===== src/rtl/mci_mcu_trace_capture_ctrl.sv =====
// Trace capture controller: qualifies MCU retired-instruction packets into the
// MCI trace buffer using continuous, start-on-trigger or stop-on-trigger modes.
module mci_mcu_trace_capture_ctrl #(
    parameter int POST_CNT_WIDTH    = 16,
    parameter int CAPTURE_CNT_WIDTH = 32
) (
    input  logic                         clk,
    input  logic                         rst_b,
    input  logic                         debug_en,
    input  logic                         cfg_arm,
    input  logic                         cfg_disarm,
    input  logic [1:0]                   cfg_mode,
    input  logic [31:0]                  cfg_trig_addr,
    input  logic                         cfg_trig_on_exc,
    input  logic [POST_CNT_WIDTH-1:0]    cfg_post_count,
    input  logic                         trace_valid,
    input  logic [31:0]                  trace_address,
    input  logic                         trace_exception,
    input  logic                         trace_interrupt,
    output logic                         trace_wr_en,
    output logic [2:0]                   state,
    output logic                         triggered,
    output logic                         frozen,
    output logic [CAPTURE_CNT_WIDTH-1:0] capture_cnt
);

    typedef enum logic [2:0] {
        IDLE    = 3'd0,
        ARMED   = 3'd1,
        CAPTURE = 3'd2,
        POST    = 3'd3,
        FROZEN  = 3'd4
    } state_t;

    localparam logic [1:0] MODE_CONT  = 2'd0;
    localparam logic [1:0] MODE_START = 2'd1;
    localparam logic [1:0] MODE_STOP  = 2'd2;

    state_t                         state_q, state_d;
    logic [1:0]                     mode_q, mode_d;
    logic [31:0]                    trig_addr_q, trig_addr_d;
    logic                           trig_exc_q, trig_exc_d;
    logic [POST_CNT_WIDTH-1:0]      post_q, post_d;
    logic [POST_CNT_WIDTH-1:0]      post_cnt_q, post_cnt_d;
    logic                           triggered_q, triggered_d;
    logic                           frozen_q, frozen_d;
    logic [CAPTURE_CNT_WIDTH-1:0]   capture_cnt_q, capture_cnt_d;
    logic                           trig;
    logic                           wr_en;

    function automatic logic [CAPTURE_CNT_WIDTH-1:0] sat_inc(
        input logic [CAPTURE_CNT_WIDTH-1:0] v
    );
        return (&v) ? v : v + 1'b1;
    endfunction

    // Trigger always compares against the latched config, never the live inputs.
    assign trig = trace_valid &
                  ((trace_address == trig_addr_q) |
                   (trig_exc_q & (trace_exception | trace_interrupt)));

    assign wr_en = debug_en & ~cfg_disarm & trace_valid &
                   ((state_q == CAPTURE) | (state_q == POST) |
                    ((state_q == ARMED) & trig));

    always_comb begin
        state_d       = state_q;
        mode_d        = mode_q;
        trig_addr_d   = trig_addr_q;
        trig_exc_d    = trig_exc_q;
        post_d        = post_q;
        post_cnt_d    = post_cnt_q;
        triggered_d   = triggered_q;
        frozen_d      = frozen_q;
        capture_cnt_d = wr_en ? sat_inc(capture_cnt_q) : capture_cnt_q;

        if (!debug_en || cfg_disarm) begin
            state_d = IDLE;
        end else if (cfg_arm) begin
            mode_d        = cfg_mode;
            trig_addr_d   = cfg_trig_addr;
            trig_exc_d    = cfg_trig_on_exc;
            post_d        = cfg_post_count;
            triggered_d   = 1'b0;
            frozen_d      = 1'b0;
            capture_cnt_d = '0;
            case (cfg_mode)
                MODE_CONT, MODE_STOP: state_d = CAPTURE;
                MODE_START:           state_d = ARMED;
                default:              state_d = IDLE;
            endcase
        end else begin
            case (state_q)
                IDLE: state_d = IDLE;
                ARMED: begin
                    if (trig) begin
                        state_d     = CAPTURE;
                        triggered_d = 1'b1;
                    end
                end
                CAPTURE: begin
                    if ((mode_q == MODE_STOP) && trig) begin
                        triggered_d = 1'b1;
                        if (post_q == '0) begin
                            state_d  = FROZEN;
                            frozen_d = 1'b1;
                        end else begin
                            state_d    = POST;
                            post_cnt_d = post_q;
                        end
                    end
                end
                POST: begin
                    // Triggers are ignored here; only the remaining count matters.
                    if (wr_en) begin
                        post_cnt_d = post_cnt_q - 1'b1;
                        if (post_cnt_q == {{(POST_CNT_WIDTH-1){1'b0}}, 1'b1}) begin
                            state_d  = FROZEN;
                            frozen_d = 1'b1;
                        end
                    end
                end
                FROZEN:  state_d = FROZEN;
                default: state_d = IDLE;
            endcase
        end
    end

    always_ff @(posedge clk or negedge rst_b) begin
        if (!rst_b) begin
            state_q       <= IDLE;
            mode_q        <= '0;
            trig_addr_q   <= '0;
            trig_exc_q    <= 1'b0;
            post_q        <= '0;
            post_cnt_q    <= '0;
            triggered_q   <= 1'b0;
            frozen_q      <= 1'b0;
            capture_cnt_q <= '0;
        end else begin
            state_q       <= state_d;
            mode_q        <= mode_d;
            trig_addr_q   <= trig_addr_d;
            trig_exc_q    <= trig_exc_d;
            post_q        <= post_d;
            post_cnt_q    <= post_cnt_d;
            triggered_q   <= triggered_d;
            frozen_q      <= frozen_d;
            capture_cnt_q <= capture_cnt_d;
        end
    end

    assign trace_wr_en = wr_en;
    assign state       = state_q;
    assign triggered   = triggered_q;
    assign frozen      = frozen_q;
    assign capture_cnt = capture_cnt_q;

endmodule


===== config.mk =====
export PLATFORM = sky130hd
export DESIGN_NAME = mci_mcu_trace_capture_ctrl
export DESIGN_NICKNAME = d
export VERILOG_FILES = /design/src/rtl/mci_mcu_trace_capture_ctrl.sv
export SDC_FILE = /design/constraint.sdc
export NUM_CORES = 1
export LEC_CHECK = 0
export ABC_AREA = 1
export CELL_PAD_IN_SITES_DETAIL_PLACEMENT = 1
export CELL_PAD_IN_SITES_GLOBAL_PLACEMENT = 1
export CORE_ASPECT_RATIO = 0.75
export CORE_MARGIN = 4
export CORE_UTILIZATION = 40
export CTS_CLUSTER_DIAMETER = 30
export CTS_CLUSTER_SIZE = 24
export DETAILED_ROUTE_END_ITERATION = 16
export GPL_ROUTABILITY_DRIVEN = 0
export HOLD_SLACK_MARGIN = 0.05
export PLACE_DENSITY_LB_ADDON = 0.08
export SLEW_MARGIN = 40
export SYNTH_ARGS = -nofsm -noshare
export SYNTH_HDL_FRONTEND = slang
export SYNTH_SLANG_ARGS = --single-unit

===== constraint.sdc =====
create_clock -name clk -period 2.7 [get_ports clk]
set_input_delay 0.54 -clock clk [delete_from_list [all_inputs] [get_ports clk]]
set_output_delay 0.54 -clock clk [all_outputs]
set_load 0.01 [all_outputs]

### Word level (Yosys, flattened, before mapping)

Cells that the tools add are included.

| cells by class | value |
|---|---|
| add/subtract/negate cells | 2 |
| eq/ne operators | 21 |
| multiplexer cells | 27 |
| bitwise gates (word level) | 13 |
| reductions and logical operators | 15 |

Operators with widths:

| kind | number |
|---|---|
| $mux W32 | 4 |
| $mux W16 | 3 |
| $add A32 B1 Y32 const B | 1 |
| $eq A32 B32 Y1 | 1 |
| $pmux W16 S2 | 1 |
| $reduce_and A32 Y1 | 1 |
| $mux W3 | 7 |
| $eq A16 B1 Y1 const B | 1 |
| $logic_not A16 Y1 | 1 |
| $sub A16 B1 Y16 const B | 1 |
| $pmux W3 S4 | 1 |
| $reduce_and A6 Y1 | 2 |
| $ne A3 B2 Y1 const B | 3 |
| $mux W1 | 8 |
| $ne A4 B2 Y1 const B | 2 |
| $ne A4 B3 Y1 const B | 2 |
| $reduce_and A4 Y1 | 2 |
| $and A1 B1 Y1 | 6 |
| $eq A3 B2 Y1 const B | 2 |
| $ne A3 B3 Y1 const B | 2 |
| $reduce_bool A3 Y1 | 2 |
| $eq A2 B2 Y1 const B | 2 |
| $ne A2 B2 Y1 const B | 2 |
| $or A1 B1 Y1 | 4 |
| 14 further kinds | 17 |

| word-level totals | value |
|---|---|
| bits in registers | 104 |
| bits of input ports | 91 |
| output and inout port bits | 38 |
| word-level logic and storage cells | 87 |

### Depth between registers and ports, before layout

Gate-level depths: netlist (run 1).

| depth | value |
|---|---|
| depth after elaboration | 11 |
| depth in mapped cells | 16 |
| mapped depth without buffers | 16 |

### Least setup slack after synthesis (run 1)

No wires, ideal clock.

| timing | value |
|---|---|
| path type | input port to output port |
| from | input port trace_address[19] |
| to | output port trace_wr_en |
| arrival time | 1.496 ns |
| required time | 2.160 ns |
| setup slack | 0.664 ns |
| cell stages on the path | 12 |
| buffers on the path | 1 |
| cell sequence | xnor2_1 nand2_1 nor2_1 nand2_1 nor2_1 nand2_1 nand2_2 nand3_2 nand2_2 nand2_4 clkinv_4 buf_8 |

| between the ends | value |
|---|---|
| word-level cells in the longest chain between the ends | 6 |

Ends and longest elaborated chain:

| what | line | RTL |
|---|---|---|
| start, declared | 17 | `input logic [31:0] trace_address,` |
| $eq A32 B32 Y1 | 59 | `((trace_address == trig_addr_q) \|` |
| $or A1 B1 Y1 | 59 |  |
| $and A1 B1 Y1 | 58 | `assign trig = trace_valid &` |
| $and A1 B1 Y1 | 64 | `((state_q == ARMED) & trig));` |
| $or A1 B1 Y1 | 63 | `((state_q == CAPTURE) \| (state_q == POST) \|` |
| $and A1 B1 Y1 | 62 | `assign wr_en = debug_en & ~cfg_disarm & trace_valid &` |
| end, declared | 20 | `output logic trace_wr_en,` |

No other way between the ends.

### Final worst setup path (run 1)

| timing | value |
|---|---|
| from | input port trace_address[4] |
| to | output port trace_wr_en |

Same word-level chain as after synthesis.

==> results of run 1 <==
worst reg2reg max path: cells and delay by family (launching register included):
kind,cells,cell delay (ps)
and+or+nand+nor,8,1060
AOI/OAI and AO/OA,1,590
DFF,1,410
buffers and inverters,1,90
state kept, by name (all words and copies together) (netlist names):
signal / count
capture_cnt: 32
trig_addr_q: 32
post_cnt_q: 16
post_q: 16
state: 3
mode_q: 2
frozen: 1
trig_exc_q: 1
triggered: 1
layout make-up:
class / instances / area share (%)
Antenna cell: 3 / 0.0906
Clock buffer: 10 / 2.88
Clock inverter: 6 / 0.785
Inverter: 76 / 3.50
Multi-Input combinational cell: 649 / 40.0
Sequential cell: 104 / 31.4
Tap cell: 205 / 3.10
Timing Repair Buffer: 147 / 18.3
path summary, 6_finish.rpt:
kind | startpoint | end | slack, ps | depth (start not counted)
max | trace_address[4] | trace_wr_en | 120 | 13
min | rst_b | capture_cnt[26]$_DFF_PN0_ | 160 | 1
max reg2reg | post_cnt_q[12]$_DFFE_PN0P_ | state[1]$_DFFE_PN0P_ | 440 | 10
min reg2reg | trig_exc_q$_DFFE_PN0P_ | trig_exc_q$_DFFE_PN0P_ | 500 | 2
max in group asynchronous | rst_b | trig_addr_q[2]$_DFFE_PN0P_ | 1750 | 2
min in group clk | trig_exc_q$_DFFE_PN0P_ | trig_exc_q$_DFFE_PN0P_ | 500 | 2
layer usage:
layer	GRT usage, %	share of wire [%]	up-vias
met4	4.65	0.87	2
met5	0	0.058	-
met1	32.2	48	2994
met2	37.2	45	144
li1	-	-	2980
met3	6.39	6.5	18
stage by stage:
step                      cell area (sq um)  hold slack (ps)  utilization (%)  setup slack, ps  setup TNS (ps)
after floorplan                        6340              244                -              664               0
after global placement                 7870              458             51.2             -412            -632
after detailed placement               7870              485             51.2             -441            -991
after CTS                              8190              182             53.3             1.10               0
after global routing                   8290              191             53.9            -8.09           -8.09
final                                  8290              160             53.9              119               0
kinds of logic after synthesis:
kind of cell | Yosys count | share of synthesized area (%)
and+or+nand+nor | 486 | 33.4
AOI/OAI and AO/OA | 104 | 9.97
DFF | 104 | 41.1
adders and majority gates | 3 | 0.592
xor gates and xnor gates | 56 | 7.74
buffers and inverters | 108 | 7.21
cell usage after synthesis (4+ instances only):
library cell / number / area share, %
a22oi_1: 12 / 1.4
inv_2: 13 / 0.77
nor2_4: 5 / 0.89
nand4_1: 11 / 1.1
clkbuf_1: 13 / 0.77
xnor2_1: 38 / 5.3
o21ai_0: 40 / 3.2
nor2_2: 4 / 0.39
nor2_1: 80 / 4.7
a21oi_2: 19 / 2.6
buf_2: 16 / 1.3
nand2_2: 23 / 2.3
nand2_1: 297 / 18
nand3_1: 28 / 2.2
dfrtp_1: 104 / 41
nor3_1: 17 / 1.3
nor4_1: 9 / 0.89
inv_1: 62 / 3.7
o21ai_1: 9 / 0.71
a21oi_1: 20 / 1.6
xor2_1: 18 / 2.5
nor3_2: 5 / 0.79
what timing repair did:
item                       in CTS  in global routing
pin swaps                       6                 39
setup endpoints to repair       1                  2
setup buffers                   2                  1
gates resized for setup         6                 31
where the power goes:
part	leakage (nW)	internal, W	total (W)	switching [W]
combinational	2.39	0.000301	0.000628	0.000327
clock	0.149	0.000749	0.00139	0.000637
sequential	1.31	0.00170	0.00179	0.0000940
==> metrics, run 1 <==
top_reg_cell synth=dfrtp_1; Initial Util=41.2%; fmax=0.388 GHz; WL final=20600 um; Worst Path Buf+Inv=3; Synth Register Bits=104; CTS tree=done; Post-DRT Antenna Nets=0; GRT Total Usage=23.2%; register area=2600 sq um; Final Setup Violations=0; Port Buf Inserts=128; first-pass GRT wire length=33500 um; Vias=6138; DRC=0; IO Count=129; Syn Area/Cell=7.36 sq um; FFs w/ async S/R, synth=100%; CTS buffer count=9; Nets=1081; Slew Limit Fails=0; Tmin final=2580 ps; Clock Skew=12.4 ps; CP startpoint kind=primary input; CTS Sinks=104; Max Fanout on Critical Path=2; commonest non-fill, non-tap cell in the layout=nand2_1; CP Class=in -> out; initial antenna violation count=4; CTS root buffer=clkbuf_16; delay-heaviest family, CP=simple AND/OR/NAND/NOR gates; final hold viol count=0; Die Y=117 um; relative slew slack=53.0%; Routed wire per std cell=17.2 um; P per Cell Area=459 nW/um^2; CTS max path bufs=2; CP cell instances=clkdlybuf4s50_1, xnor2_1, nand2_1, nor2_2, nand2_1, nor2_1, nand2_1, nand2_2, nand3_2, nand2_2, nand2_4, clkinv_4, buf_6; Tcrit/Tclk final=95.6%; Area growth syn-to-layout=30.8%; drt pass-1 iters=5; CTS H-tree depth=3; vias in the first global route=6577; Post-Syn Instances=861; status=finished clean; crit-path max cell delay=470 ps; Multi-input gate area=3310 sq um; Rows=39; hold crit path type=in -> async; core box area=15400 sq um; Synth Warn #=0; # fillers=1915; Seq/Total Area, Yosys=41.1%; maxcap violations=0; Worst setup EP type=output pin; Worst EP required=2160 ps; syn nets=955; clk slew on worst S/H paths=70 ps; slowest CP cell=clkdlybuf4s50_1; Die W=153 um; Power Total=0.00380 W; layout cells sized above 1=12.5%; die area=17900 sq um; EDFF count, synth=0; Mapped Area=6340 sq um; Final HPWL DP=15600 um; Crit path top cell by count=nand2_1; fin cells=1200; iteration-0 DRC count of the detailed router=364; total leakage power=3.86 nW; CP arrival=2040 ps; Placed Cells incl. Taps=1178; grt ovf=0; Slew @ Worst Pin=696 ps; hold buffer count at CTS=0; commonest cells after routing, fill and taps aside=296 x nand2_1, 104 x dfrtp_1, 103 x clkdlybuf4s50_1, 72 x nor2_1, 61 x inv_1; vias per inst=5.12; largest net degree at the start of global routing=96; Clock Latency Late Sink=360 ps; peak supply drop=289 uV; Yosys cell types=34
Power figures use the tool's default switching activity.
==> run 2, diff against run 1 <==
--- a/config.mk
+++ b/config.mk
@@ -6,11 +6,12 @@
 export NUM_CORES = 1
 export LEC_CHECK = 0
 export ABC_AREA = 1
+export CAP_MARGIN = 10
 export CELL_PAD_IN_SITES_DETAIL_PLACEMENT = 1
 export CELL_PAD_IN_SITES_GLOBAL_PLACEMENT = 1
 export CORE_ASPECT_RATIO = 0.75
 export CORE_MARGIN = 4
-export CORE_UTILIZATION = 40
+export CORE_UTILIZATION = 37
 export CTS_CLUSTER_DIAMETER = 30
 export CTS_CLUSTER_SIZE = 24
 export DETAILED_ROUTE_END_ITERATION = 16
==> constraint.sdc (replaced) <==
create_clock -name clk -period 2.87 [get_ports clk]
set_input_delay 0.574 -clock clk [delete_from_list [all_inputs] [get_ports clk]]
set_output_delay 0.574 -clock clk [all_outputs]
set_load 0.01 [all_outputs]
==> run 2 against run 1 <==
Combinational power decreased by 9.6%. Register-to-register slack better by 170 ps. Design area down 0.60%. Wire length is 6.4% lower. Via count decreased by 3.2%. Die area increased by 7.6%. Critical path type unchanged. Largest cell class unchanged. Highest routed layer is now met4.
==> metrics, run 2 (synthesis gave the netlist of run 1 again) <==
status=finished clean; Placed Cells incl. Taps=1191; P per Cell Area=432 nW/um^2; vias per inst=4.91; Initial Util=37.7%; Worst setup EP type=output pin; logic gate share of total power=16.0%; CTS root buffer=clkbuf_16; Slew @ Worst Pin=659 ps; Die Y=121 um; clk slew on worst S/H paths=70 ps; fin cells=1210; ant diodes=0; vias in the first global route=6077; Routed wire per std cell=15.9 um; RSZ-0062 raised after global routing=no; die area=19300 sq um; Slew Limit Fails=0; clock share of power=36.7%; CP startpoint kind=primary input; CTS buffer count=9; DRC=0; Tmin final=2730 ps; IO Count=129; grt ovf=0; Nets=1084; total leakage power=3.70 nW; Rows=41; CTS tree=done; CTS max path bufs=2; Worst EP required=2300 ps; first-pass GRT wire length=32000 um; switch share=26.7%; GRT Total Usage=20.5%; Clock Skew=7.71 ps; Clock Latency Late Sink=360 ps; CTS H-tree depth=3; WL final=19300 um; Final HPWL DP=14800 um; Port Buf Inserts=128; Die W=159 um; # fillers=2114; commonest non-fill, non-tap cell in the layout=nand2_1; final hold viol count=0; Final Setup Violations=0; Util after Layout=49.0%; register area=2600 sq um; core box area=16800 sq um; peak supply drop=255 uV; Psw=0.000950 W; Internal=0.00261 W; Max Fanout on Critical Path=2; CP arrival=2160 ps; Seq pwr share=47.3%; hold crit path type=in -> async; iteration-0 DRC count of the detailed router=343; initial antenna violation count=0; reg2reg path depth=10; Area growth syn-to-layout=30.0%; drt pass-1 iters=4; Tcrit/Tclk final=95.1%; CP Class=in -> out; Multi-input gate area=3300 sq um; commonest cells after routing, fill and taps aside=297 x nand2_1, 120 x clkdlybuf4s50_1, 104 x dfrtp_1, 74 x nor2_1, 62 x inv_1; largest net degree at the start of global routing=39; Post-DRT Antenna Nets=0; worst hold margin=121 ps; CTS Sinks=104; layout cells sized above 1=12.2%; relative slew slack=55.5%; fmax=0.366 GHz; maxcap violations=0; Vias=5944; hold buffer count at CTS=0
run 2: cell count changes in the layout (fill, tap and decap cells not counted), sizes merged, moves of 2 or more:
cell           previous run  this run
clkdlybuf4s50           103       120
dlymetal6s2s             22         5
buf                      21        24
diode                     3         0
clkbuf                   10        12
inv                      77        75
run 2: repair_timing:
| item | 4_1_cts | 5_1_grt |
|---|---|---|
| buffers inserted | 2 | 1 |
| endpoints found under the hold margin | 0 | 0 |
| pin swaps | 5 | 12 |
| gates resized for setup | 8 | 8 |
| cloned | 0 | 0 |
| endpoints found under the setup margin | 1 | 1 |
run 2: power groups by stage:
stage | Combinational [W] | Clock [W] | Sequential [W]
3_5_place_dp | 0.000571 | 0 | 0.00171
6_report | 0.000568 | 0.00131 | 0.00168
3_3_place_gp | 0.000558 | 0 | 0.00171
2_1_floorplan | 0.000303 | 0 | 0.00169
5_1_grt | 0.000658 | 0.00140 | 0.00170
4_1_cts | 0.000578 | 0.00135 | 0.00168
run 2: critical path: stages:
cell and delay (ps):
clkdlybuf4s50_1 470, xnor2_1 110, nand2_1 80, nor2_2 140, nand2_1 70, nor2_2 130
nand2_1 70, nand2_2 100, nand3_2 80, nand2_2 110, nand2_4 70, clkinv_4 60
buf_6 90
run 2: worst paths after layout:
kind,start,to,slack [ps]
worst max-delay path,trace_address[30],trace_wr_en,140
worst min-delay path,rst_b,capture_cnt[26]$_DFF_PN0_,120
worst max register to register,post_q[3]$_DFFE_PN0P_,post_cnt_q[7]$_DFFE_PN0P_,610
worst min register to register,trig_exc_q$_DFFE_PN0P_,trig_exc_q$_DFFE_PN0P_,480
max in group asynchronous,rst_b,frozen$_DFFE_PN0P_,2090
min in group clk,trig_exc_q$_DFFE_PN0P_,trig_exc_q$_DFFE_PN0P_,480
run 2: cell type report:
type / instances / area share, %
timing repair buffer: 150 / 17.8
sequential: 104 / 31.6
clock buffer: 12 / 3.11
inverter: 76 / 3.52
tap: 215 / 3.27
multi-input combinational: 649 / 40.0
clock inverter: 4 / 0.638
run 2: metrics by stage:
stage	instance area, sq um	setup slack (ps)	setup TNS, ps	power (W)
6_report	8240	139	0	0.00356
5_1_grt	8240	1.50	0	0.00376
4_1_cts	8210	37.2	0	0.00361
3_5_place_dp	7880	-399	-565	0.00228
3_3_place_gp	7880	-366	-441	0.00226
2_1_floorplan	6340	766	0	0.00199
run 2: metal layers:
| layer | share of wire (%) | vias up | routed length [um] | global-route usage, % |
|---|---|---|---|---|
| li1 | - | 2993 | - | - |
| met1 | 51 | 2812 | 9850 | 30.2 |
| met2 | 40 | 130 | 7790 | 30.0 |
| met3 | 7.5 | 9 | 1450 | 5.94 |
| met4 | 0.86 | 0 | 166 | 4.07 |
| met5 | 0 | - | 0 | 0 |
